**src/rtl/ias_fetch_unit.sv**
```systemverilog
// IAS instruction-fetch stage: fetches 40-bit words, splits them into left/right
// instructions and issues them in order, with redirect support for jumps.
module ias_fetch_unit #(
  parameter int unsigned WORD_W = 40,
  parameter int unsigned OP_W   = 8,
  parameter int unsigned ADDR_W = 12
) (
  input  logic              clk,
  input  logic              rst_n,
  input  logic              run,
  output logic              mem_req,
  output logic [ADDR_W-1:0] mem_addr,
  input  logic              mem_ack,
  input  logic [WORD_W-1:0] mem_rdata,
  output logic              instr_valid,
  input  logic              instr_ready,
  output logic [OP_W-1:0]   instr_opcode,
  output logic [ADDR_W-1:0] instr_addr,
  output logic [ADDR_W-1:0] instr_pc,
  output logic              instr_right,
  input  logic              redirect_valid,
  input  logic [ADDR_W-1:0] redirect_addr,
  input  logic              redirect_right,
  output logic              busy
);

  localparam int unsigned HALF_W = WORD_W / 2;

  typedef enum logic [1:0] {
    S_IDLE,
    S_FETCH,
    S_SPLIT,
    S_ISSUE
  } state_t;

  state_t              state;
  logic [ADDR_W-1:0]   pc;
  logic [WORD_W-1:0]   mbr;
  logic [HALF_W-1:0]   ibr;
  logic                ibr_valid;
  logic                start_right;
  logic                handshake;

  assign handshake = instr_valid & instr_ready;
  assign mem_addr  = pc;
  assign instr_pc  = pc;

  // Fetch/split/issue sequencer; redirect overrides everything except reset.
  always_ff @(posedge clk) begin
    if (!rst_n) begin
      state        <= S_IDLE;
      pc           <= '0;
      mbr          <= '0;
      ibr          <= '0;
      ibr_valid    <= 1'b0;
      start_right  <= 1'b0;
      mem_req      <= 1'b0;
      instr_valid  <= 1'b0;
      instr_opcode <= '0;
      instr_addr   <= '0;
      instr_right  <= 1'b0;
      busy         <= 1'b0;
    end else if (redirect_valid) begin
      pc          <= redirect_addr;
      start_right <= redirect_right;
      ibr_valid   <= 1'b0;
      state       <= S_FETCH;
      mem_req     <= 1'b1;
      instr_valid <= 1'b0;
      busy        <= 1'b1;
    end else begin
      case (state)
        S_IDLE: begin
          if (run) begin
            state   <= S_FETCH;
            mem_req <= 1'b1;
            busy    <= 1'b1;
          end
        end
        S_FETCH: begin
          if (mem_ack) begin
            mbr     <= mem_rdata;
            mem_req <= 1'b0;
            state   <= S_SPLIT;
          end
        end
        S_SPLIT: begin
          if (start_right) begin
            instr_opcode <= mbr[HALF_W-1 -: OP_W];
            instr_addr   <= mbr[ADDR_W-1:0];
            ibr_valid    <= 1'b0;
            instr_right  <= 1'b1;
            start_right  <= 1'b0;
          end else begin
            instr_opcode <= mbr[WORD_W-1 -: OP_W];
            instr_addr   <= mbr[HALF_W+ADDR_W-1 -: ADDR_W];
            ibr          <= mbr[HALF_W-1:0];
            ibr_valid    <= 1'b1;
            instr_right  <= 1'b0;
          end
          instr_valid <= 1'b1;
          state       <= S_ISSUE;
        end
        S_ISSUE: begin
          if (handshake) begin
            // Left accepted with a buffered right half: issue it next cycle, no bubble.
            if (!instr_right && ibr_valid) begin
              instr_opcode <= ibr[HALF_W-1 -: OP_W];
              instr_addr   <= ibr[ADDR_W-1:0];
              ibr_valid    <= 1'b0;
              instr_right  <= 1'b1;
            end else begin
              pc          <= pc + ADDR_W'(1);
              instr_valid <= 1'b0;
              if (run) begin
                state   <= S_FETCH;
                mem_req <= 1'b1;
              end else begin
                state <= S_IDLE;
                busy  <= 1'b0;
              end
            end
          end
        end
        default: begin
          state <= S_IDLE;
        end
      endcase
    end
  end

endmodule

```
**config.mk**
```make
export PLATFORM = sky130hd
export DESIGN_NAME = ias_fetch_unit
export DESIGN_NICKNAME = d
export VERILOG_FILES = /design/src/rtl/ias_fetch_unit.sv
export SDC_FILE = /design/constraint.sdc
export NUM_CORES = 1
export LEC_CHECK = 0
export ABC_AREA = 1
export CAP_MARGIN = 10
export CORE_UTILIZATION = 35
export DETAILED_ROUTE_END_ITERATION = 6
export PLACE_DENSITY = 0.6
export SYNTH_ARGS = -nofsm -noshare
export SYNTH_HDL_FRONTEND = slang
export SYNTH_SLANG_ARGS = --single-unit
```
**constraint.sdc**
```tcl
create_clock -name clk -period 2.7 [get_ports clk]
set_input_delay 0.27 -clock clk [delete_from_list [all_inputs] [get_ports clk]]
set_output_delay 0.27 -clock clk [all_outputs]
set_load 0.01 [all_outputs]
```
==> impl_metrics.py, run 1 <==
metrics = {
    "sta": {
        "fin_crit_ns": 2.232,
        "fmax_mhz": 448.0,
        "rsz0062_at_grt": "no",
        "timing.final.ws_setup_ns": 0.4678,
        "setup-violations-final": 0,
        "fin_crit_sh_pct": 82.67,
        "hold_slack_ns": 0.4683,
        "finalSetupTns_ns": 0,
        "maxSlewHeadroom_pct": 47.25,
        "drv_slew": 0,
        "hold_viol": 0,
        "worst_pin_slew_ns": 0.7903,
        "skew_ns": 0.005088,
    },
    "logic_synthesis": {
        "synth_top_area_share_pct": 43.55,
        "synth_cells": 630,
        "ys_warn_count": 0,
        "synth_edf_count": 0,
        "syn_nets": 695,
        "yosysTopAreaCell": "dfxtp_1",
        "synth_area_leaders": "dfxtp_1 44%, o21ai_0 9.9%, nor2_1 9.6%",
        "ys_async_sr_fraction_pct": 0,
        "syn_area_um2": 4597,
        "ys_seq_area_share_pct": 43.55,
        "yosysUniqueCellTypes": 33,
        "synth_area_per_cell_um2": 7.297,
        "ys_ff_latch": 100,
        "synthFlopType": "dfxtp_1",
    },
    "final_layout": {
        "finish.utilization_pct": 46.70,
        "syn2layout_area_growth_pct": 29.23,
        "fin_area_um2": 5941,
        "fin_cells": 883,
        "drive_above_1_share_pct": 7.595,
        "final_common_cell": "nor2_1",
        "nets": 771,
        "final_cell_mix": "118 x nor2_1, 105 x clkdlybuf4s50_1, 100 x dfxtp_1, 98 x nand2_1, 91 x o21ai_0",
        "diodes": 0,
    },
    "clock_network": {
        "cts_tree": "yes",
        "clk_pin_slew_ns": 0.07,
        "clkSinkCount": 100,
        "htree_num_levels": 3,
        "clock_path_buffers": 2,
        "cts.repair.resized": 0,
        "clockRootBuffer": "clkbuf_16",
        "post_cts_buffers": 0,
        "hold_buffers": 0,
        "clk_latency_ns": 0.34,
        "cts_made_buffers": 9,
    },
    "floorplan": {
        "fp-row-count": 41,
        "die_height_um": 116.6,
        "io_pins": 107,
        "fp.coreArea_um2": 12720,
        "die_w_um": 116.6,
        "dieArea_um2": 13600,
        "start_util_pct": 36.13,
    },
    "power": {
        "vdd_drop_max_uv": 313.3,
        "finalPower_mw": 3.356,
        "p_comb_share_pct": 15.5,
        "pwr-share-clk_pct": 36.3,
        "p_int_mw": 2.450,
        "sw_frac_of_total_pct": 27.02,
        "p_switching_mw": 0.9067,
        "power_density_nw_per_um2": 565.0,
        "seqPwrFrac_pct": 48.2,
        "p_leak_nw": 2.307,
    },
    "routing": {
        "first_pass_iters": 5,
        "wl_per_cell_um": 13.75,
        "vias": 4405,
        "drc": 0,
        "ant_nets": 0,
        "drtIter0Drc": 380,
        "vias_per_cell": 4.989,
        "finalWirelength_um": 12140,
    },
    "critical_path": {
        "cp.arrival_ns": 2.49,
        "start_kind": "flop",
        "timing.rr.start": "state[0]$_SDFFE_PN0P_",
        "end_kind": "flop",
        "rr_worst_depth": 7,
        "cp_max_fo": 31,
        "r2r-end": "instr_opcode[1]$_SDFFE_PN0P_",
        "crit_required_ns": 2.96,
        "crit_start": "state[0]$_SDFFE_PN0P_",
        "critical_path_class": "flop to flop",
        "ff2ff_setup_slack_ns": 0.47,
    },
    "run_status": {
        "status": "completed",
    },
    "placement": {
        "place_congestion": 0.8314,
        "post-place-ws_ns": 0.3690,
        "dp_hpwl_um": 8370,
        "placed_cell_area_um2": 5663,
        "dp.cells": 867,
        "io_buffers": 106,
    },
    "global_routing": {
        "grt_overflow": 0,
        "grt_usage_pct": 18.14,
        "grt_max_degree": 70,
        "first_global_vias": 3891,
        "use_met1_pct": 25.67,
        "antenna_found_initial": 0,
        "grt_pass1_wl_um": 19260,
        "met2_usage_pct": 27.57,
        "grt_busiest_layer": "met2",
        "grtUsageMet3_pct": 2.647,
    },
    "hold_path": {
        "holdPathEnd": "instr_opcode[6]$_SDFFE_PN0P_",
        "hp-start": "instr_opcode[6]$_SDFFE_PN0P_",
        "worst_hold_path_type": "flop to flop",
        "hold_depth": 2,
    },
    "job": {
        "maxCapViolations": 0,
    },
}
==> power groups by stage <==
stage | combinational, mW | clock [mW] | sequential, mW
3_5_place_dp | 0.518 | 0 | 1.65
3_3_place_gp | 0.510 | 0 | 1.65
5_1_grt | 0.583 | 1.30 | 1.63
6_report | 0.521 | 1.22 | 1.62
2_1_floorplan | 0.304 | 0 | 1.64
4_1_cts | 0.523 | 1.25 | 1.62
==> flip-flops by register name (all words and copies together) (netlist names) <==
| signal | flops |
|---|---|
| busy | 1 |
| ibr | 20 |
| ibr_valid | 1 |
| instr_addr | 12 |
| instr_opcode | 8 |
| instr_pc | 12 |
| instr_right | 1 |
| instr_valid | 1 |
| mbr | 40 |
| mem_req | 1 |
| start_right | 1 |
| state | 2 |
==> worst max path at each step <==
stage | to | slack, ns
floorplan | instr_addr[1]$_SDFFE_PN0P_ | 1.24
global placement | instr_opcode[6]$_SDFFE_PN0P_ | 0.43
detailed placement | instr_opcode[1]$_SDFFE_PN0P_ | 0.37
CTS | instr_opcode[1]$_SDFFE_PN0P_ | 0.47
global route | instr_opcode[1]$_SDFFE_PN0P_ | 0.19
finish | instr_opcode[1]$_SDFFE_PN0P_ | 0.47
==> critical path, cell delays in order, from the launching register on <==
cell,delay [ns]
dfxtp_1,0.46
ha_1,0.31
inv_2,0.08
o21ai_2,0.14
nand3_2,0.24
inv_2,0.59
o211ai_2,0.16
a21oi_1,0.18
==> cells in the mapped netlist, types with 2 or more instances <==
cell and n:
nor2_1 118, o21ai_0 91, buf_1 2, nor3_1 4, inv_1 35, buf_4 14, ha_1 6, a21oi_1 52
nand2_1 98, a211oi_1 3, a211oi_2 9, nand4_1 4, o211ai_2 10, nand2_2 2, dfxtp_1 100, clkbuf_1 18
inv_2 4, o211ai_1 2, nand3_1 31, buf_6 2, buf_2 13
==> cell type report <==
| type | instances | area, µm² |
|---|---|---|
| clock buffer | 11 | 242.7 |
| clock inverter | 5 | 35.03 |
| fill | 1302 | 6782 |
| inverter | 40 | 150.1 |
| multi-input combinational | 440 | 2172 |
| sequential | 100 | 2002 |
| tap | 172 | 215.2 |
| timing repair buffer | 115 | 1124 |
==> per-layer routing <==
metal  vias to the layer above  wire length [µm]
met5                         -                 0
met4                         0               187
met3                        12               724
met2                       153              5281
met1                      2022              5947
li1                       2218                 -
==> kinds of logic (layout without fill, tap and decap cells) <==
family	Yosys count	after routing	synth area share [%]
buffers and inverters	90	171	9.199
AOI/OAI and AO/OA	173	173	22.48
and+or+nand+nor	261	261	23.14
adders and majority gates	6	6	1.633
DFF	100	100	43.55
Note: power is estimated with default switching activity, not from simulation.
==> run 2, diff against run 1 <==
--- a/config.mk
+++ b/config.mk
@@ -9,7 +9,7 @@
 export CAP_MARGIN = 10
 export CORE_UTILIZATION = 35
 export DETAILED_ROUTE_END_ITERATION = 6
-export PLACE_DENSITY = 0.6
+export PLACE_DENSITY = 0.63
 export SYNTH_ARGS = -nofsm -noshare
 export SYNTH_HDL_FRONTEND = slang
 export SYNTH_SLANG_ARGS = --single-unit
==> constraint.sdc (replaced) <==
create_clock -name clk -period 2 [get_ports clk]
set_input_delay 0.2 -clock clk [delete_from_list [all_inputs] [get_ports clk]]
set_output_delay 0.2 -clock clk [all_outputs]
set_load 0.01 [all_outputs]
==> run 2 against run 1 <==
Compared with the run above:
- wire length is 2.0% lower
- combinational power grew 37%
- sequential share of layout area down 0.84 points
- global-route usage down 0.49 points
- maximum frequency is 26% higher
- power rose by 45%
- sequential cell count unchanged
- hold slack worse by 0.15 ns
- critical path depth did not move
- non-clock buffer count up 5
- cell area rose by 2.5%
- critical endpoint is now mbr[5]$_SDFFE_PN0P_
==> impl_metrics.py, run 2 (synthesis gave the netlist of run 1 again) <==
metrics = {
    "floorplan": {
        "fp.coreArea_um2": 12720,
        "die_height_um": 116.6,
        "start_util_pct": 36.13,
        "dieArea_um2": 13600,
        "fp-row-count": 41,
        "io_pins": 107,
        "die_w_um": 116.6,
    },
    "final_layout": {
        "largest_register_ffs": 40,
        "fin_area_um2": 6092,
        "drive_above_1_share_pct": 8.240,
        "top_register": "mbr",
        "diodes": 0,
        "final_cell_mix": "118 x nor2_1, 105 x clkdlybuf4s50_1, 100 x dfxtp_1, 98 x nand2_1, 91 x o21ai_0",
        "nets": 776,
        "reg.largest.list": "mbr: 40 flops, ibr: 20 flops",
        "final_common_cell": "nor2_1",
        "fin_cells": 888,
        "syn2layout_area_growth_pct": 32.53,
    },
    "clock_network": {
        "clk_latency_ns": 0.34,
        "htree_num_levels": 3,
        "hold_buffers": 0,
        "clkSinkCount": 100,
        "cts_tree": "yes",
        "clockRootBuffer": "clkbuf_16",
        "post_cts_buffers": 0,
        "clock_path_buffers": 2,
        "cts_made_buffers": 9,
        "clk_pin_slew_ns": 0.07,
        "cts.repair.resized": 0,
    },
    "placement": {
        "dp.cells": 872,
        "io_buffers": 106,
        "dp_hpwl_um": 8394,
        "place_congestion": 0.9420,
        "post-place-ws_ns": 0.2126,
        "placed_cell_area_um2": 5751,
    },
    "power": {
        "sw_frac_of_total_pct": 24.85,
        "p_int_mw": 3.666,
        "p_switching_mw": 1.212,
        "pwr-share-clk_pct": 40.5,
        "p_comb_share_pct": 14.7,
        "seqPwrFrac_pct": 44.9,
        "finalPower_mw": 4.878,
        "p_leak_nw": 2.381,
        "power_density_nw_per_um2": 800.8,
        "vdd_drop_max_uv": 384.2,
    },
    "hold_path": {
        "hp-start": "rst_n",
        "worst_hold_path_type": "input port to flop",
    },
    "routing": {
        "drc": 0,
        "ant_nets": 0,
        "wl_per_cell_um": 13.40,
        "first_pass_iters": 5,
        "vias_per_cell": 4.939,
        "finalWirelength_um": 11900,
        "drtIter0Drc": 347,
        "vias": 4386,
    },
    "run_status": {
        "status": "completed",
    },
    "critical_path": {
        "timing.rr.start": "state[0]$_SDFFE_PN0P_",
        "cpPeakStageDelay_ns": 0.46,
        "crit_chain": "ha_1 -> inv_1 -> nor3_4 -> inv_1 -> buf_12 -> o21ai_0 -> a21oi_1",
        "cp_max_fo": 51,
        "crit_slowest_cell": "dfxtp_1",
        "path_buf_inv": 3,
        "end_kind": "flop",
        "critPathTopFamily": "flip-flops",
        "crit_start": "state[0]$_SDFFE_PN0P_",
        "critical_path_class": "flop to flop",
        "critPathMostFrequentCell": "inv_1",
        "cp.arrival_ns": 1.99,
        "start_kind": "flop",
        "crit_required_ns": 2.22,
    },
    "sta": {
        "skew_ns": 0.01177,
        "maxSlewHeadroom_pct": 59.28,
        "fin_crit_ns": 1.767,
        "drv_slew": 0,
        "finalSetupTns_ns": 0,
        "fmax_mhz": 566.0,
        "rsz0062_at_grt": "no",
        "worst_pin_slew_ns": 0.6100,
        "setup-violations-final": 0,
        "hold_viol": 0,
        "fin_crit_sh_pct": 88.33,
        "timing.final.ws_setup_ns": 0.2333,
    },
    "global_routing": {
        "grt_pass1_wl_um": 18950,
        "antenna_found_initial": 0,
        "first_global_vias": 3880,
        "grt_overflow": 0,
        "grt_max_degree": 52,
        "grt_usage_pct": 17.64,
    },
    "job": {
        "maxCapViolations": 0,
    },
}
==> run 2: per-stage QoR <==
step           util (%)  hold slack, ns
2_1_floorplan         -          0.3349
3_3_place_gp      45.20          0.4523
3_5_place_dp      45.20          0.4559
4_1_cts           47.89          0.3080
5_1_grt           47.89          0.3579
6_report          47.89          0.3191
==> run 2: cell type report <==
cell class | instances | area (µm²)
fill | 1279 | 6630
multi-input combinational | 440 | 2172
sequential | 100 | 2002
timing repair buffer | 120 | 1211
clock buffer | 10 | 229.0
tap | 172 | 215.2
inverter | 40 | 150.1
clock inverter | 6 | 112.6
==> run 2: path summary, 6_finish.rpt <==
| path | end | slack [ns] | cells after the start |
|---|---|---|---|
| worst min register to register | busy$_SDFFE_PN0P_ | 0.46 | 2 |
| worst max-delay path | mbr[5]$_SDFFE_PN0P_ | 0.23 | 7 |
| worst max register to register | mbr[5]$_SDFFE_PN0P_ | 0.23 | 7 |
| worst min-delay path | mbr[16]$_SDFFE_PN0P_ | 0.32 | 3 |
==> run 2: routing by layer <==
| layer | track usage [%] | wire, µm |
|---|---|---|
| met1 | 24.94 | 5819 |
| met4 | 5.738 | 252 |
| met3 | 3.114 | 752 |
| met5 | 0 | 0 |
| met2 | 27.14 | 5074 |
==> run 2: power by group through the flow <==
| stage | Sequential [mW] | Clock (mW) | Combinational, mW |
|---|---|---|---|
| global placement | 2.23 | 0 | 0.704 |
| CTS | 2.19 | 2.01 | 0.718 |
| finish | 2.19 | 1.97 | 0.716 |
| floorplan | 2.22 | 0 | 0.410 |
| global route | 2.20 | 2.11 | 0.797 |
| detailed placement | 2.23 | 0 | 0.714 |
==> run 2: worst register-to-register path: stages (launching register included) <==
cell and delay, ns:
dfxtp_1 0.46, ha_1 0.28, inv_1 0.09, nor3_4 0.23
inv_1 0.11, buf_12 0.18, o21ai_0 0.23, a21oi_1 0.06
